`src/rtl/decoder_pkg.sv`:
```
// decoder_pkg: MIPS opcode constants, type codes, skid-buffer states and the type classifier
package decoder_pkg;
  localparam logic [5:0] OP_RTYPE = 6'h00;
  localparam logic [5:0] OP_J     = 6'h02;
  localparam logic [5:0] OP_JAL   = 6'h03;
  localparam logic [5:0] OP_ANDI  = 6'h0C;
  localparam logic [5:0] OP_ORI   = 6'h0D;
  localparam logic [5:0] OP_XORI  = 6'h0E;
  localparam logic [5:0] OP_LUI   = 6'h0F;
  localparam logic [1:0] TYPE_R   = 2'b00;
  localparam logic [1:0] TYPE_I   = 2'b01;
  localparam logic [1:0] TYPE_J   = 2'b10;
  localparam logic [1:0] TYPE_RSV = 2'b11;
  typedef enum logic [1:0] {
    ST_EMPTY = 2'd0,
    ST_ONE   = 2'd1,
    ST_FULL  = 2'd2
  } state_e;
  // Opcodes 0x10-0x13 are the coprocessor group, which share the top four bits 0100
  function automatic logic [1:0] instr_type(input logic [5:0] op);
    return op == OP_RTYPE ? TYPE_R :
           (op == OP_J || op == OP_JAL) ? TYPE_J :
           op[5:2] == 4'b0100 ? TYPE_RSV : TYPE_I;
  endfunction
  function automatic logic imm_zero_ext(input logic [5:0] op);
    return op == OP_ANDI || op == OP_ORI || op == OP_XORI;
  endfunction
endpackage

```
`src/rtl/decode_stage_skid_if.sv`:
```
// decode_stage_skid_if: fetch-side and decode-side valid/ready bundle of the decode stage
interface decode_stage_skid_if #(
  parameter int INSTR_W = 32,
  parameter int PC_W    = 32,
  parameter int DATA_W  = 32,
  parameter int OPC_W   = 7
);
  logic               flush;
  logic               in_valid;
  logic               in_ready;
  logic [INSTR_W-1:0] in_instr;
  logic [PC_W-1:0]    in_pc;
  logic               out_valid;
  logic               out_ready;
  logic [1:0]         out_type;
  logic [OPC_W-1:0]   out_opcode;
  logic [4:0]         out_rs;
  logic [4:0]         out_rt;
  logic [4:0]         out_rd;
  logic [4:0]         out_shamt;
  logic [5:0]         out_funct;
  logic [DATA_W-1:0]  out_imm_ext;
  logic [PC_W-1:0]    out_jump_tgt;
  logic [PC_W-1:0]    out_pc;
  modport master (
    output flush, in_valid, in_instr, in_pc, out_ready,
    input  in_ready, out_valid, out_type, out_opcode, out_rs, out_rt, out_rd,
           out_shamt, out_funct, out_imm_ext, out_jump_tgt, out_pc
  );
  modport slave (
    input  flush, in_valid, in_instr, in_pc, out_ready,
    output in_ready, out_valid, out_type, out_opcode, out_rs, out_rt, out_rd,
           out_shamt, out_funct, out_imm_ext, out_jump_tgt, out_pc
  );
endinterface

```
`src/rtl/instr_field_extract.sv`:
```
// instr_field_extract: combinational MIPS field split, type, immediate extension and jump target
module instr_field_extract
  import decoder_pkg::*;
#(
  parameter int INSTR_W = 32,
  parameter int PC_W    = 32,
  parameter int DATA_W  = 32,
  parameter int OPC_W   = 7
) (
  input  logic [INSTR_W-1:0] instr,
  input  logic [PC_W-1:0]    pc,
  output logic [1:0]         typ,
  output logic [OPC_W-1:0]   opcode,
  output logic [4:0]         rs,
  output logic [4:0]         rt,
  output logic [4:0]         rd,
  output logic [4:0]         shamt,
  output logic [5:0]         funct,
  output logic [DATA_W-1:0]  imm_ext,
  output logic [PC_W-1:0]    jump_tgt
);
  localparam logic [PC_W-1:0] REGION_MASK = ~PC_W'(28'hFFF_FFFF);
  logic [5:0]      op;
  logic [15:0]     imm;
  logic [PC_W-1:0] pc_plus4;
  always_comb begin
    op = instr[31:26];
    imm = instr[15:0];
    typ = instr_type(op);
    opcode = OPC_W'(op);
    {rs, rt, rd, shamt, funct} = instr[25:0];
    imm_ext = op == OP_LUI ? DATA_W'({imm, 16'h0000}) :
              imm_zero_ext(op) ? DATA_W'(imm) :
              {{(DATA_W-16){imm[15]}}, imm};
    pc_plus4 = pc + PC_W'(4);
    // Keep the 256 MB region of pc+4 and drop in the word-aligned 26-bit index
    jump_tgt = (pc_plus4 & REGION_MASK) | PC_W'({instr[25:0], 2'b00});
  end
endmodule

```
`src/rtl/decode_stage_skid.sv`:
```
// decode_stage_skid: registered MIPS decode stage with a two-entry skid buffer on valid/ready
module decode_stage_skid
  import decoder_pkg::*;
#(
  parameter int INSTR_W = 32,
  parameter int PC_W    = 32,
  parameter int DATA_W  = 32,
  parameter int OPC_W   = 7
) (
  input logic clk,
  input logic rst,
  decode_stage_skid_if.slave io
);
  localparam int ENT_W = 2 + OPC_W + 26 + DATA_W + 2 * PC_W;
  state_e            state_q, state_d;
  logic [ENT_W-1:0]  main_q, main_d, skid_q, skid_d, dec_ent;
  logic [1:0]        dec_type;
  logic [OPC_W-1:0]  dec_opcode;
  logic [4:0]        dec_rs, dec_rt, dec_rd, dec_shamt;
  logic [5:0]        dec_funct;
  logic [DATA_W-1:0] dec_imm;
  logic [PC_W-1:0]   dec_tgt;
  logic              acc, pop, load_main, load_skid, skid_to_main;
  instr_field_extract #(
    .INSTR_W(INSTR_W),
    .PC_W   (PC_W),
    .DATA_W (DATA_W),
    .OPC_W  (OPC_W)
  ) u_extract (
    .instr   (io.in_instr),
    .pc      (io.in_pc),
    .typ     (dec_type),
    .opcode  (dec_opcode),
    .rs      (dec_rs),
    .rt      (dec_rt),
    .rd      (dec_rd),
    .shamt   (dec_shamt),
    .funct   (dec_funct),
    .imm_ext (dec_imm),
    .jump_tgt(dec_tgt)
  );
  assign dec_ent = {dec_type, dec_opcode, dec_rs, dec_rt, dec_rd, dec_shamt, dec_funct,
                    dec_imm, dec_tgt, io.in_pc};
  assign {io.out_type, io.out_opcode, io.out_rs, io.out_rt, io.out_rd, io.out_shamt,
          io.out_funct, io.out_imm_ext, io.out_jump_tgt, io.out_pc} = main_q;
  always_ff @(posedge clk) begin
    if (rst) begin
      state_q <= ST_EMPTY;
      main_q <= '0;
      skid_q <= '0;
    end else begin
      state_q <= state_d;
      main_q <= main_d;
      skid_q <= skid_d;
    end
  end
  // in_ready depends only on state and rst, so out_ready never reaches it combinationally
  always_comb begin
    io.out_valid = state_q != ST_EMPTY;
    io.in_ready = state_q != ST_FULL && !rst;
    acc = io.in_valid && io.in_ready;
    pop = io.out_valid && io.out_ready;
    load_main = acc && (state_q == ST_EMPTY || pop);
    load_skid = acc && state_q == ST_ONE && !pop;
    skid_to_main = pop && state_q == ST_FULL;
  end
  always_comb begin
    state_d = ST_EMPTY;
    case (state_q)
      ST_EMPTY: state_d = acc ? ST_ONE : ST_EMPTY;
      ST_ONE:   state_d = (acc && !pop) ? ST_FULL : (pop && !acc) ? ST_EMPTY : ST_ONE;
      ST_FULL:  state_d = pop ? ST_ONE : ST_FULL;
      default:  state_d = ST_EMPTY;
    endcase
    if (io.flush) state_d = ST_EMPTY;
  end
  always_comb begin
    main_d = load_main ? dec_ent : skid_to_main ? skid_q : main_q;
    skid_d = load_skid ? dec_ent : skid_q;
  end
endmodule
```
`src/flat_wrapper.sv`:
```
// flat-port wrapper written by rule: the top's interface ports become plain ports
module decode_stage_skid_flat import decoder_pkg::*;
#(
  parameter int INSTR_W = 32,
  parameter int PC_W    = 32,
  parameter int DATA_W  = 32,
  parameter int OPC_W   = 7
)
  (clk, rst, io_flush, io_in_valid, io_in_instr, io_in_pc, io_out_ready, io_in_ready, io_out_valid, io_out_type, io_out_opcode, io_out_rs, io_out_rt, io_out_rd, io_out_shamt, io_out_funct, io_out_imm_ext, io_out_jump_tgt, io_out_pc);
  decode_stage_skid_if #(.INSTR_W(INSTR_W), .PC_W(PC_W), .DATA_W(DATA_W), .OPC_W(OPC_W)) io_i ();
  input logic clk;
  input logic rst;
  input wire logic [$bits(io_i.flush)-1:0] io_flush;
  input wire logic [$bits(io_i.in_valid)-1:0] io_in_valid;
  input wire logic [$bits(io_i.in_instr)-1:0] io_in_instr;
  input wire logic [$bits(io_i.in_pc)-1:0] io_in_pc;
  input wire logic [$bits(io_i.out_ready)-1:0] io_out_ready;
  output wire logic [$bits(io_i.in_ready)-1:0] io_in_ready;
  output wire logic [$bits(io_i.out_valid)-1:0] io_out_valid;
  output wire logic [$bits(io_i.out_type)-1:0] io_out_type;
  output wire logic [$bits(io_i.out_opcode)-1:0] io_out_opcode;
  output wire logic [$bits(io_i.out_rs)-1:0] io_out_rs;
  output wire logic [$bits(io_i.out_rt)-1:0] io_out_rt;
  output wire logic [$bits(io_i.out_rd)-1:0] io_out_rd;
  output wire logic [$bits(io_i.out_shamt)-1:0] io_out_shamt;
  output wire logic [$bits(io_i.out_funct)-1:0] io_out_funct;
  output wire logic [$bits(io_i.out_imm_ext)-1:0] io_out_imm_ext;
  output wire logic [$bits(io_i.out_jump_tgt)-1:0] io_out_jump_tgt;
  output wire logic [$bits(io_i.out_pc)-1:0] io_out_pc;
  assign io_i.flush = io_flush;
  assign io_i.in_valid = io_in_valid;
  assign io_i.in_instr = io_in_instr;
  assign io_i.in_pc = io_in_pc;
  assign io_i.out_ready = io_out_ready;
  assign io_in_ready = io_i.in_ready;
  assign io_out_valid = io_i.out_valid;
  assign io_out_type = io_i.out_type;
  assign io_out_opcode = io_i.out_opcode;
  assign io_out_rs = io_i.out_rs;
  assign io_out_rt = io_i.out_rt;
  assign io_out_rd = io_i.out_rd;
  assign io_out_shamt = io_i.out_shamt;
  assign io_out_funct = io_i.out_funct;
  assign io_out_imm_ext = io_i.out_imm_ext;
  assign io_out_jump_tgt = io_i.out_jump_tgt;
  assign io_out_pc = io_i.out_pc;
  decode_stage_skid #(.INSTR_W(INSTR_W), .PC_W(PC_W), .DATA_W(DATA_W), .OPC_W(OPC_W)) u_core (.clk(clk), .rst(rst), .io(io_i));
endmodule
```
`config.mk`:
```
export PLATFORM = sky130hd
export DESIGN_NAME = decode_stage_skid_flat
export DESIGN_NICKNAME = d
export VERILOG_FILES = /design/src/rtl/decoder_pkg.sv /design/src/rtl/decode_stage_skid_if.sv /design/src/rtl/instr_field_extract.sv /design/src/rtl/decode_stage_skid.sv /design/src/flat_wrapper.sv
export SDC_FILE = /design/constraint.sdc
export NUM_CORES = 1
export LEC_CHECK = 0
export CORE_AREA = 2 2 163 165
export CTS_CLUSTER_DIAMETER = 80
export DETAILED_ROUTE_END_ITERATION = 8
export DIE_AREA = 0 0 165 167
export PLACE_DENSITY = 0.75
export SYNTH_ARGS = -nofsm -noshare
export SYNTH_HDL_FRONTEND = slang
export SYNTH_HIERARCHICAL = 1
export SYNTH_SLANG_ARGS = --single-unit
```
`constraint.sdc`:
```
create_clock -name clk -period 3.2 [get_ports clk]
set_clock_uncertainty 0.1 [all_clocks]
set_input_delay 0.64 -clock clk [delete_from_list [all_inputs] [get_ports clk]]
set_output_delay 0.64 -clock clk [all_outputs]
set_load 0.05 [all_outputs]
```
; ---- After elaboration in Yosys (flattened, before gate mapping)
; Cells that the tools add are included.
[totals]
ff_bits = 262
[classes]
bitwise_logic = 1
addsub = 1
n_eq_ne = 10
muxes = 12
reduce_logical = 21
[op_table]
columns = operator, count
row1 = $mux 131, 2
row2 = $mux 32, 2
row3 = $add 32x3->32 const B, 1
row4 = $or 32x28->32, 1
row5 = $eq 6x4->1 const B, 4
row6 = $eq 6x2->1 const B, 2
row7 = $mux 2, 5
row8 = $logic_and 1x1->1, 9
row9 = $logic_not 6->1, 1
row10 = $pmux 2 s3, 1
row11 = $eq 4x3->1 const B, 1
row12 = $logic_or 1x1->1, 4
row13 = $reduce_bool 2->1, 2
row14 = $logic_not 1->1, 3
row15 = $eq 2x1->1 const B, 1
row16 = $eq 2x2->1 const B, 1
row17 = $logic_not 2->1, 1
row18 = $mux 1, 2
row19 = $ne 2x2->1 const B, 1
row20 = $reduce_or 2->1, 1

; ---- Longest topological paths before layout
[logic_depth]
depth_word = 8
mapped_depth = 10

; ---- Cells and area by module
; The synthesis kept the hierarchy.
[modules_own_cells]
columns = mod, area_per_inst_um2, cells_per_inst, seq_area_each_um2, instances
row1 = decode_stage_skid, 11860.1, 1379, 5285.1, 1
row2 = instr_field_extract, 909.6, 126, 0.0, 1

; ---- Worst setup path before layout
; Ideal clock, no wire load.
[synth_path]
path_type = input port to output port
from = input rst
to = output io_in_ready
t_required_ps = 2460
setup_slack_ps = 625
t_arrival_ps = 1835
path_stages = 4
cell_sequence = buf_2 > clkbuf_1 > clkbuf_1 > nor2_1
[synth_between]
elab_chain_len = 2
[synth_lines]
columns = element, line_no
row1 = from (decl), flat_wrapper.sv:12  ; input logic rst;
row2 = $logic_not 1->1, decode_stage_skid.sv:60  ; io.in_ready = state_q != ST_FULL && !rst;
row3 = $logic_and 1x1->1, decode_stage_skid.sv:60
row4 = to (decl), flat_wrapper.sv:18  ; output wire logic [$bits(io_i.in_ready)-1:0] io_in_ready;
; No other way between the ends.

; ---- Final worst setup path
[layout_path]
from = register u_core.state_q[0]
to = output io_in_ready
[layout_between]
elab_chain_len = 2
[layout_lines]
columns = element, line_no
row1 = from (decl), decode_stage_skid.sv:15  ; state_e state_q, state_d;
row2 = from (signal assigned), decode_stage_skid.sv:52  ; state_q <= state_d;
row3 = $ne 2x2->1, decode_stage_skid.sv:60
row4 = $logic_and 1x1->1, decode_stage_skid.sv:60
; No other way between the ends.

==> results_dict.tcl <==
set metrics [dict create \
    status "finished clean" \
    yosys_warnings 6 \
    synth_top_cell_by_area "dfxtp_1" \
    initial_core_util_pct 49.6 \
    path_clk_slew_ns 0.06 \
    period_needed_ns 3.04 \
    area_delta_synth_final_pct 20.3 \
    fmax_mhz 328 \
    drc 0 \
    fin_area_sq_mm 0.0154 \
    finalCritPeriodShare_pct 95.2 \
    end_kind "output port" \
    synthAdderAreaFrac_pct 0.0980 \
    synthArstFlopShare_pct 0 \
    swShare_pct 28.5 \
    p_switching_mw 2.37 \
    min_delay_worst_endpoint "u_core/skid_q[57]$_SDFFE_PP0P_" \
    ys.flop_type "dfxtp_1" \
    worstPathMaxFanout 10 \
    synth_edf_count 0 \
    antenna_cells 0 \
    core-area_sq_mm 0.0258 \
    holdCritStartpoint "u_core/skid_q[57]$_SDFFE_PP0P_" \
    io_buffers 201 \
    synth_compound_area_share_pct 32.6 \
    dr.pass1.iters 6 \
    syn_area_sq_mm 0.0128 \
    cts_num_sinks 264 \
    ctsHoldBuffers 0 \
    seqPwrFrac_pct 42.0 \
    hp-class "flop to flop" \
    die_w_um 165 \
    dieHeight_um 167 \
    drtAntennaViolNets 0 \
    cp_slowest_cell "clkdlybuf4s50_1" \
    final_hold_viol_count 0 \
    syn_inst 1505 \
    path_buf_inv 1 \
    fin_cells 1879 \
    grt_max_degree 166 \
    slew_headroom_pct 19.1 \
    dp.cells 1828 \
    fin_setup_tns_ns 0 \
    crit_required_ns 2.46 \
    synth-xor-area-share_pct 0.274 \
    path_class "flop to output port" \
    p_int_mw 5.94 \
    peakVddDrop_uv 325 \
    syn_avg_cell_area_sq_um 8.48 \
    synthSimpleGateAreaFrac_pct 15.6 \
    rsz0062_at_grt "no" \
    cts_setup_buffers 0 \
    finalSetupViolCount 0 \
    dpl_cell_area_sq_mm 0.0144 \
    p_leak_nw 4.71 \
    dp_hpwl_mm 21.8 \
    cts-htree-levels 1 \
    layout.nets 1594 \
    crit_path_cell_trace "nor2b_1 -> nor2_1 -> clkdlybuf4s50_1" \
    vias 11900 \
    cts_tree "done" \
    power_frac_comb_pct 16.3 \
    drive_gt1_share_pct 11.6 \
    yosys.area.top_type_share_pct 41.4 \
    finalMaxSlewViolations 0 \
    cts_buffers 29 \
    ys_types 38 \
    io-pin-count 202 \
    reg2reg_depth 4 \
    grt_overflow 0 \
    hold_depth 2 \
    wl_per_cell_um 21.0 \
    dieArea_sq_mm 0.0276 \
    critical_path.top_delay_family "buffers and inverters" \
    worst_r2r_endpoint "u_core/main_q[45]$_SDFFE_PP0P_" \
    grt_first_pass_wirelength_mm 61.7 \
    whs_ns 0.375 \
    ys_ff_latch 264 \
    cts_buffer_depth 3 \
    cts_repair_resize_count 0 \
    yosys-top-cells-area "dfxtp_1, a311oi_2, nand2_1, a211oi_1, nand3_1" \
    antenna_found_initial 1 \
    rr_startpoint "u_core/state_q[0]$_SDFF_PP0_" \
    synth_top_family_by_area "compound AO/OA/AOI/OAI gates" \
    via_per_inst 6.36 \
    worstMarginPinSlew_ns 1.21 \
    cts_root_buf "clkbuf_16" \
    clk_latency_ns 0.55 \
    track_usage_pct 27.1 \
    ys_seq_area_share_pct 41.4 \
    reg2reg_slack_ns 0.83 \
    max_stage_delay_ns 0.84 \
    clock_power_share_pct 41.6 \
    drt-initial-drc-count 1527 \
    crit_arrival_ns 2.30 \
    routabilityCongestion 0.789 \
    wirelength_mm 39.4 \
    grt_pass1_vias 11100 \
    cap_violations 0 \
    power_density_mw_per_mm2 542 \
    synth_mux_area_share_pct 0 \
    rows 59 \
    utilization_pct 59.6 \
    cp-start-kind "flop" \
]
through the flow:
step / total power [mW] / worst slack (ns)
2_1_floorplan: 4.46 / 0.625
6_report: 8.32 / 0.155
4_1_cts: 8.34 / 0.145
3_5_place_dp: 4.91 / 0.321
3_3_place_gp: 4.89 / 0.393
5_1_grt: 8.54 / 0.0661
cells by family (layout without fill, tap and decap cells):
family / after synthesis / count (layout)
adders and majority gates: 1 / 1
and+or+nand+nor: 446 / 446
xor gates and xnor gates: 4 / 4
buffers and inverters: 244 / 281
other: 1 / 3
AOI/OAI and AO/OA: 545 / 545
DFF: 264 / 264
registers in the layout, indices dropped and copies added, names as in the netlist:
name,flops
u_core/main_q,131
u_core/state_q,2
u_core/skid_q,131
cell usage after synthesis (2+ instances only):
cell type  count
nor3_1         2
o21ai_0      132
buf_6         10
xnor2_1        4
nand3_1      132
buf_1         10
nor4_4         2
a21o_1        17
a21oi_1      131
nand4_1        8
nor4_1         2
buf_4         67
a311oi_2      90
a311oi_1      41
buf_2         27
a211oi_1     132
nor2_1         3
nand2_1      270
dfxtp_1      264
nor2b_1       17
clkbuf_1     127
layout make-up:
class / count / area, sq um
Sequential cell: 264 / 5290
Inverter: 2 / 10.0
Fill cell: 2170 / 10400
Timing Repair Buffer: 228 / 2380
Clock buffer: 39 / 803
Clock inverter: 12 / 179
Tap cell: 335 / 419
Multi-Input combinational cell: 999 / 6280
routing by layer:
metal / GRT usage (%) / up-vias / share of wire [%]
li1: - / 5475 / -
met1: 39.6 / 5782 / 44
met2: 41.1 / 609 / 46
met3: 4.11 / 78 / 8.2
met4: 8.05 / 2 / 2.5
met5: 0 / - / 0.041
worst register-to-register path: stages, from the launching register on:
cell	delay [ns]
dfxtp_1	0.59
or2_4	0.32
buf_4	0.68
a211oi_1	0.28
a311oi_2	0.31
layout by cell type (no fill, tap or decap), types with 2 or more instances in the layout:
cell	n
buf_4	16
dfxtp_1	264
a311oi_2	90
nand4_1	8
o21ai_0	132
clkdlybuf4s50_1	198
nor4_1	2
buf_12	13
conb_1	3
nand3_1	132
a21oi_1	131
clkbuf_1	6
bufinv_16	4
clkinv_2	5
nand2_1	269
clkbuf_8	4
nor4_4	2
nor2b_1	17
xnor2_1	4
nor3_1	2
a21o_1	16
nor2_1	3
a211oi_1	132
clkbuf_16	29
a311oi_1	41
power groups by stage:
stage / combinational (mW) / clock (mW) / sequential, mW
final: 1.36 / 3.46 / 3.50
after global placement: 1.33 / 0 / 3.56
after floorplan: 0.524 / 0 / 3.94
after global routing: 1.42 / 3.62 / 3.50
after CTS: 1.35 / 3.49 / 3.49
after detailed placement: 1.34 / 0 / 3.56
worst max path at each step:
stage	endpoint	depth (start not counted)	slack (ns)	from
after floorplan	io_in_ready	4	0.63	rst
after global placement	u_core/main_q[70]$_SDFFE_PP0P_	6	0.39	io_in_valid
after detailed placement	u_core/main_q[21]$_SDFFE_PP0P_	6	0.32	io_in_valid
after CTS	io_in_ready	3	0.15	u_core/state_q[0]$_SDFF_PP0_
after global routing	io_in_ready	3	0.07	u_core/state_q[0]$_SDFF_PP0_
final	io_in_ready	3	0.16	u_core/state_q[0]$_SDFF_PP0_
(Power assumes the default switching activity.)
